--- src/rtl/mips_pkg.sv ---
// Shared MIPS decode constants and the ID-stage hazard FSM state encoding.
package mips_pkg;

   localparam logic [5:0]  OP_SPECIAL = 6'b000000;
   localparam logic [5:0]  OP_J       = 6'b000010;
   localparam logic [5:0]  OP_JAL     = 6'b000011;
   localparam logic [5:0]  OP_BEQ     = 6'b000100;
   localparam logic [5:0]  OP_BNE     = 6'b000101;
   localparam logic [5:0]  FUNCT_JR   = 6'b001000;
   localparam logic [31:0] NOP        = 32'h0000_0000;

   typedef enum logic {
      RUN   = 1'b0,
      STALL = 1'b1
   } state_t;

endpackage

--- src/rtl/branch_target_calc.sv ---
// Combinational redirect resolution for J/JAL/JR/BEQ/BNE: target address and taken flag.
module branch_target_calc
   import mips_pkg::*;
(
   input  logic [31:0] instr,
   input  logic [31:0] pc4,
   input  logic [31:0] rs_data,
   input  logic [31:0] rt_data,
   output logic [31:0] target,
   output logic        taken
);

   logic [5:0]  op;
   logic [5:0]  funct;
   logic [31:0] br_offset;

   assign op        = instr[31:26];
   assign funct     = instr[5:0];
   assign br_offset = {{14{instr[15]}}, instr[15:0], 2'b00};

   always_comb begin
      target = '0;
      taken  = 1'b0;
      case (op)
         OP_J, OP_JAL: begin
            taken  = 1'b1;
            target = {pc4[31:28], instr[25:0], 2'b00};
         end
         OP_BEQ: begin
            taken  = (rs_data == rt_data);
            target = pc4 + br_offset;
         end
         OP_BNE: begin
            taken  = (rs_data != rt_data);
            target = pc4 + br_offset;
         end
         OP_SPECIAL: begin
            if (funct == FUNCT_JR) begin
               taken  = 1'b1;
               target = rs_data;
            end
         end
         default: ;
      endcase
   end

endmodule

--- src/rtl/id_hazard_redirect.sv ---
// Decode-stage hazard stall and control-flow redirect with registered ID/EX hand-off.
// Define HAZARD_STATS_EN to add saturating redirect / stall-cycle counters.
module id_hazard_redirect
   import mips_pkg::*;
#(
   parameter int LOAD_USE_STALL    = 1,
   parameter int ALU_BRANCH_STALL  = 1,
   parameter int LOAD_BRANCH_STALL = 2,
   parameter int CNT_WIDTH         = 16
) (
   input  logic                 clk,
   input  logic                 rst,
   input  logic [31:0]          if_pc_add_four,
   input  logic [31:0]          if_instruction,
   input  logic [31:0]          rs_data,
   input  logic [31:0]          rt_data,
   input  logic                 ex_reg_write,
   input  logic                 ex_mem_read,
   input  logic [4:0]           ex_dest,
   output logic                 PC_mux_sel,
   output logic [31:0]          PC_jump,
   output logic                 stall,
   output logic [31:0]          id_instruction_out,
   output logic [31:0]          id_pc_add_four_out,
`ifdef HAZARD_STATS_EN
   output logic                 id_valid_out,
   output logic [CNT_WIDTH-1:0] stat_redirects,
   output logic [CNT_WIDTH-1:0] stat_stall_cycles
`else
   output logic                 id_valid_out
`endif
);

   state_t      state_q, state_d;
   logic [7:0]  cnt_q, cnt_d;
   logic [31:0] hold_instr_q, hold_instr_d;
   logic [31:0] hold_pc_q, hold_pc_d;
   logic [31:0] id_instr_q, id_instr_d;
   logic [31:0] id_pc_q, id_pc_d;
   logic        id_valid_q, id_valid_d;

   logic [31:0] cur_instr, cur_pc;
   logic        cur_valid;
   logic [5:0]  op, funct;
   logic [4:0]  rs, rt;
   logic        is_jr, is_bxx, is_branch, is_jump;
   logic        rs_hit, rt_hit, br_hit, other_hit;
   logic [7:0]  n_stall;
   logic [31:0] target;
   logic        taken;
   logic        stall_int, issue, sel_int;

   assign cur_instr = (state_q == STALL) ? hold_instr_q : if_instruction;
   assign cur_pc    = (state_q == STALL) ? hold_pc_q    : if_pc_add_four;
   assign cur_valid = (cur_instr != NOP);

   assign op    = cur_instr[31:26];
   assign funct = cur_instr[5:0];
   assign rs    = cur_instr[25:21];
   assign rt    = cur_instr[20:16];

   branch_target_calc u_btc (
      .instr   (cur_instr),
      .pc4     (cur_pc),
      .rs_data (rs_data),
      .rt_data (rt_data),
      .target  (target),
      .taken   (taken)
   );

   // J/JAL read no registers; every other non-branch is treated as reading both rs and rt.
   always_comb begin
      is_jr     = (op == OP_SPECIAL) && (funct == FUNCT_JR);
      is_bxx    = (op == OP_BEQ) || (op == OP_BNE);
      is_branch = is_jr || is_bxx;
      is_jump   = (op == OP_J) || (op == OP_JAL);
      rs_hit    = (rs != 5'd0) && (ex_dest == rs);
      rt_hit    = (rt != 5'd0) && (ex_dest == rt);
      br_hit    = rs_hit || (is_bxx && rt_hit);
      other_hit = !is_jump && (rs_hit || rt_hit);
      n_stall   = '0;
      if (is_branch) begin
         if (ex_mem_read && br_hit)
            n_stall = 8'(LOAD_BRANCH_STALL);
         else if (ex_reg_write && br_hit)
            n_stall = 8'(ALU_BRANCH_STALL);
      end else if (ex_mem_read && other_hit) begin
         n_stall = 8'(LOAD_USE_STALL);
      end
   end

   always_comb begin
      state_d      = state_q;
      cnt_d        = cnt_q;
      hold_instr_d = hold_instr_q;
      hold_pc_d    = hold_pc_q;
      stall_int    = 1'b0;
      issue        = 1'b0;
      case (state_q)
         RUN: begin
            if (cur_valid && (n_stall != 8'd0)) begin
               stall_int    = 1'b1;
               hold_instr_d = cur_instr;
               hold_pc_d    = cur_pc;
               cnt_d        = n_stall - 8'd1;
               state_d      = STALL;
            end else begin
               issue = cur_valid;
            end
         end
         STALL: begin
            if (cnt_q != 8'd0) begin
               stall_int = 1'b1;
               cnt_d     = cnt_q - 8'd1;
            end else begin
               issue   = cur_valid;
               state_d = RUN;
            end
         end
         default: state_d = RUN;
      endcase
      sel_int    = !stall_int && cur_valid && taken;
      id_instr_d = issue ? cur_instr : NOP;
      id_pc_d    = issue ? cur_pc    : '0;
      id_valid_d = issue;
   end

   // Gating with rst keeps the combinational outputs quiet while reset is held.
   assign stall              = rst && stall_int;
   assign PC_mux_sel         = rst && sel_int;
   assign PC_jump            = PC_mux_sel ? target : '0;
   assign id_instruction_out = id_instr_q;
   assign id_pc_add_four_out = id_pc_q;
   assign id_valid_out       = id_valid_q;

   always_ff @(posedge clk or negedge rst) begin
      if (!rst) begin
         state_q      <= RUN;
         cnt_q        <= '0;
         hold_instr_q <= '0;
         hold_pc_q    <= '0;
         id_instr_q   <= '0;
         id_pc_q      <= '0;
         id_valid_q   <= 1'b0;
      end else begin
         state_q      <= state_d;
         cnt_q        <= cnt_d;
         hold_instr_q <= hold_instr_d;
         hold_pc_q    <= hold_pc_d;
         id_instr_q   <= id_instr_d;
         id_pc_q      <= id_pc_d;
         id_valid_q   <= id_valid_d;
      end
   end

`ifdef HAZARD_STATS_EN
   logic [CNT_WIDTH-1:0] redir_cnt_q, redir_cnt_d;
   logic [CNT_WIDTH-1:0] stall_cnt_q, stall_cnt_d;

   always_comb begin
      redir_cnt_d = redir_cnt_q;
      stall_cnt_d = stall_cnt_q;
      if (PC_mux_sel && (redir_cnt_q != '1))
         redir_cnt_d = redir_cnt_q + 1'b1;
      if (stall && (stall_cnt_q != '1))
         stall_cnt_d = stall_cnt_q + 1'b1;
   end

   always_ff @(posedge clk or negedge rst) begin
      if (!rst) begin
         redir_cnt_q <= '0;
         stall_cnt_q <= '0;
      end else begin
         redir_cnt_q <= redir_cnt_d;
         stall_cnt_q <= stall_cnt_d;
      end
   end

   assign stat_redirects    = redir_cnt_q;
   assign stat_stall_cycles = stall_cnt_q;
`endif

endmodule

--- config.mk ---
export PLATFORM = sky130hd
export DESIGN_NAME = id_hazard_redirect
export DESIGN_NICKNAME = d
export VERILOG_FILES = /design/src/rtl/mips_pkg.sv /design/src/rtl/branch_target_calc.sv /design/src/rtl/id_hazard_redirect.sv
export SDC_FILE = /design/constraint.sdc
export NUM_CORES = 1
export LEC_CHECK = 0
export BUFFER_PORTS_ARGS = -buffer_cell sky130_fd_sc_hd__buf_2
export CORE_AREA = 8 8 153 126
export DETAILED_ROUTE_END_ITERATION = 6
export DIE_AREA = 0 0 161 134
export GPL_TIMING_DRIVEN = 0
export PLACE_DENSITY_LB_ADDON = 0.08
export SLEW_MARGIN = 20
export SYNTH_ARGS = -nofsm -noshare
export SYNTH_HDL_FRONTEND = slang
export SYNTH_SLANG_ARGS = --single-unit
--- constraint.sdc ---
create_clock -name clk -period 10.7 [get_ports clk]
set_input_delay 2.675 -clock clk [delete_from_list [all_inputs] [get_ports clk]]
set_output_delay 2.675 -clock clk [all_outputs]
set_load 0.02 [all_outputs]
==> reports/qor.txt, run 1 <==
DR vias = 8050
number of synthesized register bits = 138
Sink Count = 138
largest net degree at the start of global routing = 78
Starting Density = 0.485
hold_ws = 0.508 ns
area grow syn2layout = 25.7%
Clock Latency Late Sink = 0.43 ns
post-synthesis average cell area = 9.12 um2
Syn Nets = 1067
# H-tree levels = 4
Hold Violations, Final = 0
DIE HEIGHT = 134 um
I/O pin count = 236
fin crit period = 10.01 ns
clock skew = 0.00835 ns
Synth Area in Compound Gates = 0.160
RSZ-0062 raised after global routing = false
Leakage = 5.26 nW
type of origin of the critical path = flip-flop
Routed WL = 30.3 mm
die span in x = 161 um
DP Worst Slack = 1.35 ns
crit-path max FO = 10
clock root buffer = clkbuf_16
post-CTS sizing = 0
layout cells sized above 1 = 0.260
critical path capture point type = output pin
Cell Count, Final, Fillers Out = 1392
number of synthesized flops with an enable pin = 0
Antenna Nets Post-Route = 0
YS warnings = 0
sequential area share after synthesis = 0.421
worst-path cell chain = buf_4, buf_2, buf_2, buf_1, buf_1, buf_1, mux2i_1, inv_1, ha_1, o21ai_0, o21ai_0, nand2_1, o31ai_1, a221o_1, nand4_1, a211o_1, a31oi_1, buf_2
Clock Power Share = 0.171
slowest stage cell, crit path = buf_1
commonest non-fill, non-tap cell in the layout = buf_2
DP Area = 0.00969 mm2
synth unique cells = 61
Final Instance Area = 0.0103 mm2
vias in the first global route = 8087
HPWL Detailed = 23.4 mm
Setup Buffers After CTS = 0
sw frac = 0.474
Routability Congestion = 0.937
TritonCTS clock tree = yes
critical path required time = 8.03 ns
largest family of logic cells by synthesized area = compound AO/OA/AOI/OAI gates
mux cell area share after synthesis = 0.0971
Least-Margin Pin Slew = 1.19 ns
hold_buf cts = 0
post-DR wirelength/cell = 21.8 um
P per Cell Area = 343 mW/mm2
Switch Pwr = 1.67 mW
Die Footprint = 0.0216 mm2
row cnt = 43
post-route setup slack = 0.691 ns
first-pass GRT wire length = 46.7 mm
clock transition at the registers of the reported paths = 0.06 ns
total power = 3.53 mW
min-delay worst type = flip-flop to flip-flop
placed cells = 1360
initial antenna violation count = 1
Slew Viols, Final = 0
clk buf depth = 2
Gate Count Post-Synth = 899
post-route core utilization = 0.610
CORE AREA = 0.0169 mm2
Max Cap Viol = 0
Worst Path Arrival = 7.33 ns
setup TNS = 0 ns
Comb pwr share = 0.579
Synth Cell Area = 0.00820 mm2
Post-Synth Adder-Cell Area = 0.0482
DRC violation total after the first TritonRoute iteration = 749
simple-gate share of the synthesized area = 0.154
CP bufs+invs = 8
PortBufs = 235
fmax = 99.9 MHz
Seq pwr share = 0.249
commonest cells after routing, fill and taps aside = buf_2, nor2_1, dfrtp_1
peak supply drop = 0.145 mV
CTS buffer count = 17
Post-Synth XOR/XNOR Area = 0.0673
CP Class = flip-flop to output pin
grt ovf = 0
diode count = 0
gr usage total = 0.279
DRC = 0
Nets = 1323
top_reg_cell synth = dfrtp_1
CP top delay family = buffers and inverters
# setup viols final = 0
Pre-Repair DR Iteration Count = 7
vias per cell = 5.78
ys async rst share = 1.00
status = completed
Tcrit/Tclk final = 0.935
Internal = 1.86 mW
CP max stage delay = 0.80 ns
Rel. slew slack = 0.210
==> metal layers <==
layer / routed length, um / share of wire / up-vias / global-route usage
met5: 13 / 0.00043 / - / 0
met4: 607 / 0.020 / 2 / 0.0667
met3: 3060 / 0.10 / 46 / 0.0836
met2: 13600 / 0.45 / 407 / 0.438
met1: 13000 / 0.43 / 3903 / 0.373
li1: - / - / 3692 / -
==> logic make-up after synthesis <==
kind of cell | after synthesis
buffers and inverters | 105
and+or+nand+nor | 278
AOI/OAI and AO/OA | 206
xor gates and xnor gates | 63
DFF | 138
adders and majority gates | 31
muxes | 78
==> power groups by stage <==
stage	combinational [mW]	sequential (mW)	clock, mW
2_1_floorplan	1.27	1.02	0
5_1_grt	2.24	0.905	0.635
3_5_place_dp	1.99	0.885	0
4_1_cts	2.01	0.879	0.610
6_report	2.04	0.880	0.605
3_3_place_gp	1.97	0.880	0
==> worst paths after layout <==
| kind | start | to | slack [ns] | depth (start not counted) |
|---|---|---|---|---|
| setup / recovery | state_q$_DFF_PN0_ | PC_jump[29] | 0.69 | 18 |
| hold / removal | hold_instr_q[21]$_DFFE_PN0P_ | hold_instr_q[21]$_DFFE_PN0P_ | 0.51 | 1 |
| setup reg to reg | state_q$_DFF_PN0_ | cnt_q[4]$_DFFE_PN0P_ | 6.37 | 12 |
| hold reg to reg | hold_instr_q[21]$_DFFE_PN0P_ | hold_instr_q[21]$_DFFE_PN0P_ | 0.51 | 1 |
| max in group asynchronous | rst | id_pc_add_four_out[12]$_DFF_PN0_ | 7.78 | 2 |
| min in group asynchronous | rst | id_instruction_out[31]$_DFF_PN0_ | 2.17 | 1 |
==> cell type report <==
type	instances	area [um2]
flip-flops and latches	138	3450
clock inverters	12	140
clock buffers	19	453
multi-input cells	656	4320
plain buffers	49	218
repair buffers	237	1230
well taps	225	282
inverters	56	210
fillers	1556	6590
==> registers in the layout, indices dropped and copies added (netlist names) <==
name	count
id_pc_add_four_out	32
hold_pc_q	32
state_q	1
id_instruction_out	32
hold_instr_q	32
cnt_q	8
id_valid_out	1
==> cells in the mapped netlist (7+ instances only) <==
library cell / count / area [um2]
nor2_1: 173 / 649
dfrtp_1: 138 / 3450
a21oi_1: 99 / 495
mux2i_1: 66 / 661
inv_1: 56 / 210
xor2_1: 43 / 377
ha_1: 30 / 375
clkbuf_1: 28 / 105
nand2_1: 26 / 97.6
o21ai_0: 23 / 115
xnor2_1: 20 / 175
a222oi_1: 16 / 160
buf_2: 15 / 75.1
nor4_1: 15 / 93.8
nand4_1: 14 / 87.6
mux2_2: 12 / 135
a31oi_1: 9 / 56.3
and3_1: 8 / 50.1
nor3_1: 8 / 40.0
a21o_1: 7 / 52.6
Power figures use the tool's default switching activity.
==> run 2: changes to the inputs <==
--- a/config.mk
+++ b/config.mk
@@ -5,10 +5,13 @@
 export SDC_FILE = /design/constraint.sdc
 export NUM_CORES = 1
 export LEC_CHECK = 0
+export ABC_AREA = 1
 export BUFFER_PORTS_ARGS = -buffer_cell sky130_fd_sc_hd__buf_2
-export CORE_AREA = 8 8 153 126
+export CELL_PAD_IN_SITES_DETAIL_PLACEMENT = 0
+export CELL_PAD_IN_SITES_GLOBAL_PLACEMENT = 1
+export CORE_AREA = 8 8 176 145
 export DETAILED_ROUTE_END_ITERATION = 6
-export DIE_AREA = 0 0 161 134
+export DIE_AREA = 0 0 184 153
 export GPL_TIMING_DRIVEN = 0
 export PLACE_DENSITY_LB_ADDON = 0.08
 export SLEW_MARGIN = 20
==> constraint.sdc (replaced) <==
create_clock -name clk -period 12.45 [get_ports clk]
set_input_delay 3.1125 -clock clk [delete_from_list [all_inputs] [get_ports clk]]
set_output_delay 3.1125 -clock clk [all_outputs]
set_load 0.02 [all_outputs]
==> run 2 against run 1 <==
Compared with the run above: power decreased by 71%; routed wire length increased by 22%; clock skew increased by 0.0019 ns; flip-flop and latch count unchanged.
==> reports/qor.txt, run 2 <==
CP bufs+invs = 3
Pre-Repair DR Iteration Count = 6
PortBufs = 235
Routability Congestion = 0.927
vias in the first global route = 9419
top_reg_cell synth = dfrtp_1
clock transition at the registers of the reported paths = 0.07 ns
# H-tree levels = 4
Slew Viols, Final = 0
Least-Margin Pin Slew = 0.843 ns
post-synthesis average cell area = 6.91 um2
clock skew = 0.0102 ns
YS warnings = 0
clk buf depth = 2
first-pass GRT wire length = 55.8 mm
type of origin of the critical path = primary input
I/O pin count = 236
DRC violation total after the first TritonRoute iteration = 867
CP top delay family = compound AO/OA/AOI/OAI gates
number of synthesized register bits = 138
post-CTS sizing = 0
synth unique cells = 45
largest net degree at the start of global routing = 84
Leakage = 5.72 nW
most numerous cell in the Yosys netlist = nand2_1
post-DR wirelength/cell = 19.5 um
cell taking the most area after synthesis = dfrtp_1
Synth top area share = 0.378
Die Footprint = 0.0282 mm2
simple-gate share of the synthesized area = 0.293
mux cell area share after synthesis = 0.00329
CORE AREA = 0.0228 mm2
commonest cells after routing, fill and taps aside = nand2_1, buf_2, inv_1
TritonCTS clock tree = yes
die span in x = 184 um
Clock Latency Late Sink = 0.43 ns
DP Worst Slack = 3.20 ns
Max Cap Viol = 0
initial antenna violation count = 0
min-delay worst type = flip-flop to flip-flop
HPWL Detailed = 29.5 mm
area grow syn2layout = 24.1%
critical path capture point type = output pin
Synth Cell Area = 0.00914 mm2
# setup viols final = 0
area of the multi-input gates = 0.00474 mm2
Syn Nets = 1490
Starting Density = 0.401
CTS buffer count = 17
DRC = 0
Synth area leaders = dfrtp_1, nand2_1, o21ai_0
Post-Synth Adder-Cell Area = 0.0433
Hold Violations, Final = 0
setup TNS = 0 ns
ys async rst share = 1.00
hold_buf cts = 0
clock root buffer = clkbuf_16
vias per cell = 5.10
Setup Buffers After CTS = 0
Routed WL = 37.1 mm
slowest stage cell, crit path = o21ai_0
DIE HEIGHT = 153 um
crit-path max FO = 5
DP Area = 0.0107 mm2
Final Instance Area = 0.0113 mm2
P per Cell Area = 91.5 mW/mm2
post-route setup slack = 3.10 ns
Nets = 1745
most frequent cells after synthesis = nand2_1, inv_1, o21ai_0, nor2_1, dfrtp_1
Post-Synth XOR/XNOR Area = 0.0278
Antenna Nets Post-Route = 0
fillers = 2441
worst-path cell chain = buf_2, o21ai_0, inv_1, ha_1, nand2_1, nor2_1, a21oi_1, nand2_1, o21ai_0, a21oi_1, nor2_1, nor3_1, buf_2
DR vias = 9703
grt ovf = 0
fin crit period = 9.35 ns
Worst Path Arrival = 6.24 ns
Sink Count = 138
Rel. slew slack = 0.438
gr usage total = 0.259
CP max stage delay = 0.63 ns
critical path required time = 9.34 ns
largest family of logic cells by synthesized area = simple AND/OR/NAND/NOR gates
sequential cell area = 0.00345 mm2
Tcrit/Tclk final = 0.751
peak supply drop = 0.0777 mV
sequential area share after synthesis = 0.378
Synth Area in Compound Gates = 0.151
Gate Count Post-Synth = 1322
commonest non-fill, non-tap cell in the layout = nand2_1
number of synthesized flops with an enable pin = 0
status = completed
layout cells sized above 1 = 0.201
row cnt = 50
fmax = 107 MHz
CP Class = primary input to output pin
RSZ-0062 raised after global routing = false
==> run 2: changes by cell type after synthesis, sizes merged, moves of 9 or more <==
| cell | change |
|---|---|
| mux2i | -63 |
| mux2 | -12 |
| a21oi | -43 |
| inv | +117 |
| nor4 | -12 |
| o21ai | +138 |
| nor2 | -27 |
| a222oi | -16 |
| xor2 | -30 |
| or2 | +15 |
| nor3 | +22 |
| nand3 | +39 |
| nand2 | +340 |
| and2 | +9 |
==> run 2: area by class of cell <==
type	instances	area share
multi-input combinational	962	0.418
sequential	138	0.305
timing repair buffer	236	0.107
inverter	174	0.0583
clock buffer	18	0.0387
tap	312	0.0344
buffer	48	0.0249
clock inverter	14	0.0134
antenna	1	0.000221
==> run 2: where the power goes <==
group | internal, mW | total, mW | switching [mW]
clock network | 0.290 | 0.532 | 0.242
registers | 0.448 | 0.448 | 0
logic | 0.0247 | 0.0571 | 0.0324
total | 0.762 | 1.04 | 0.274
==> run 2: per-layer routing <==
| layer | track usage | share of wire | vias up |
|---|---|---|---|
| li1 | - | - | 4746 |
| met1 | 0.379 | 0.48 | 4566 |
| met2 | 0.384 | 0.43 | 351 |
| met3 | 0.0493 | 0.070 | 40 |
| met4 | 0.0656 | 0.019 | 0 |
| met5 | 0 | 0 | - |
==> run 2: logic make-up after synthesis <==
kind of cell | Yosys count
and+or+nand+nor | 642
AOI/OAI and AO/OA | 257
buffers and inverters | 222
DFF | 138
adders and majority gates | 31
xor gates and xnor gates | 29
muxes | 3
==> run 2: path summary, 6_finish.rpt <==
kind	start	endpoint	slack, ns	depth (start not counted)
max reg2reg	state_q$_DFF_PN0_	id_instruction_out[13]$_DFF_PN0_	8.97	13
min in group asynchronous	rst	hold_pc_q[1]$_DFFE_PN0P_	2.59	1
max	if_instruction[12]	PC_jump[15]	3.10	13
min	hold_instr_q[30]$_DFFE_PN0P_	hold_instr_q[30]$_DFFE_PN0P_	0.49	2
max in group asynchronous	rst	hold_instr_q[7]$_DFFE_PN0P_	9.02	2
min reg2reg	hold_instr_q[30]$_DFFE_PN0P_	hold_instr_q[30]$_DFFE_PN0P_	0.49	2
==> run 2: tightest hold or removal path, cell delays in order, from the launching register on <==
cell     delay, ns
dfrtp_1       0.35
nand2_1       0.05
o21ai_0       0.06
==> run 2: per-stage QoR <==
stage	cells	total power, mW	util	hold slack (ns)
3_5_place_dp	1870	0.514	0.472	0.474
2_1_floorplan	1322	0.471	-	0.453
6_report	1903	1.04	0.498	0.487
5_1_grt	1902	1.06	0.498	0.511
4_1_cts	1902	1.04	0.498	0.492
3_3_place_gp	1869	0.512	0.470	0.467
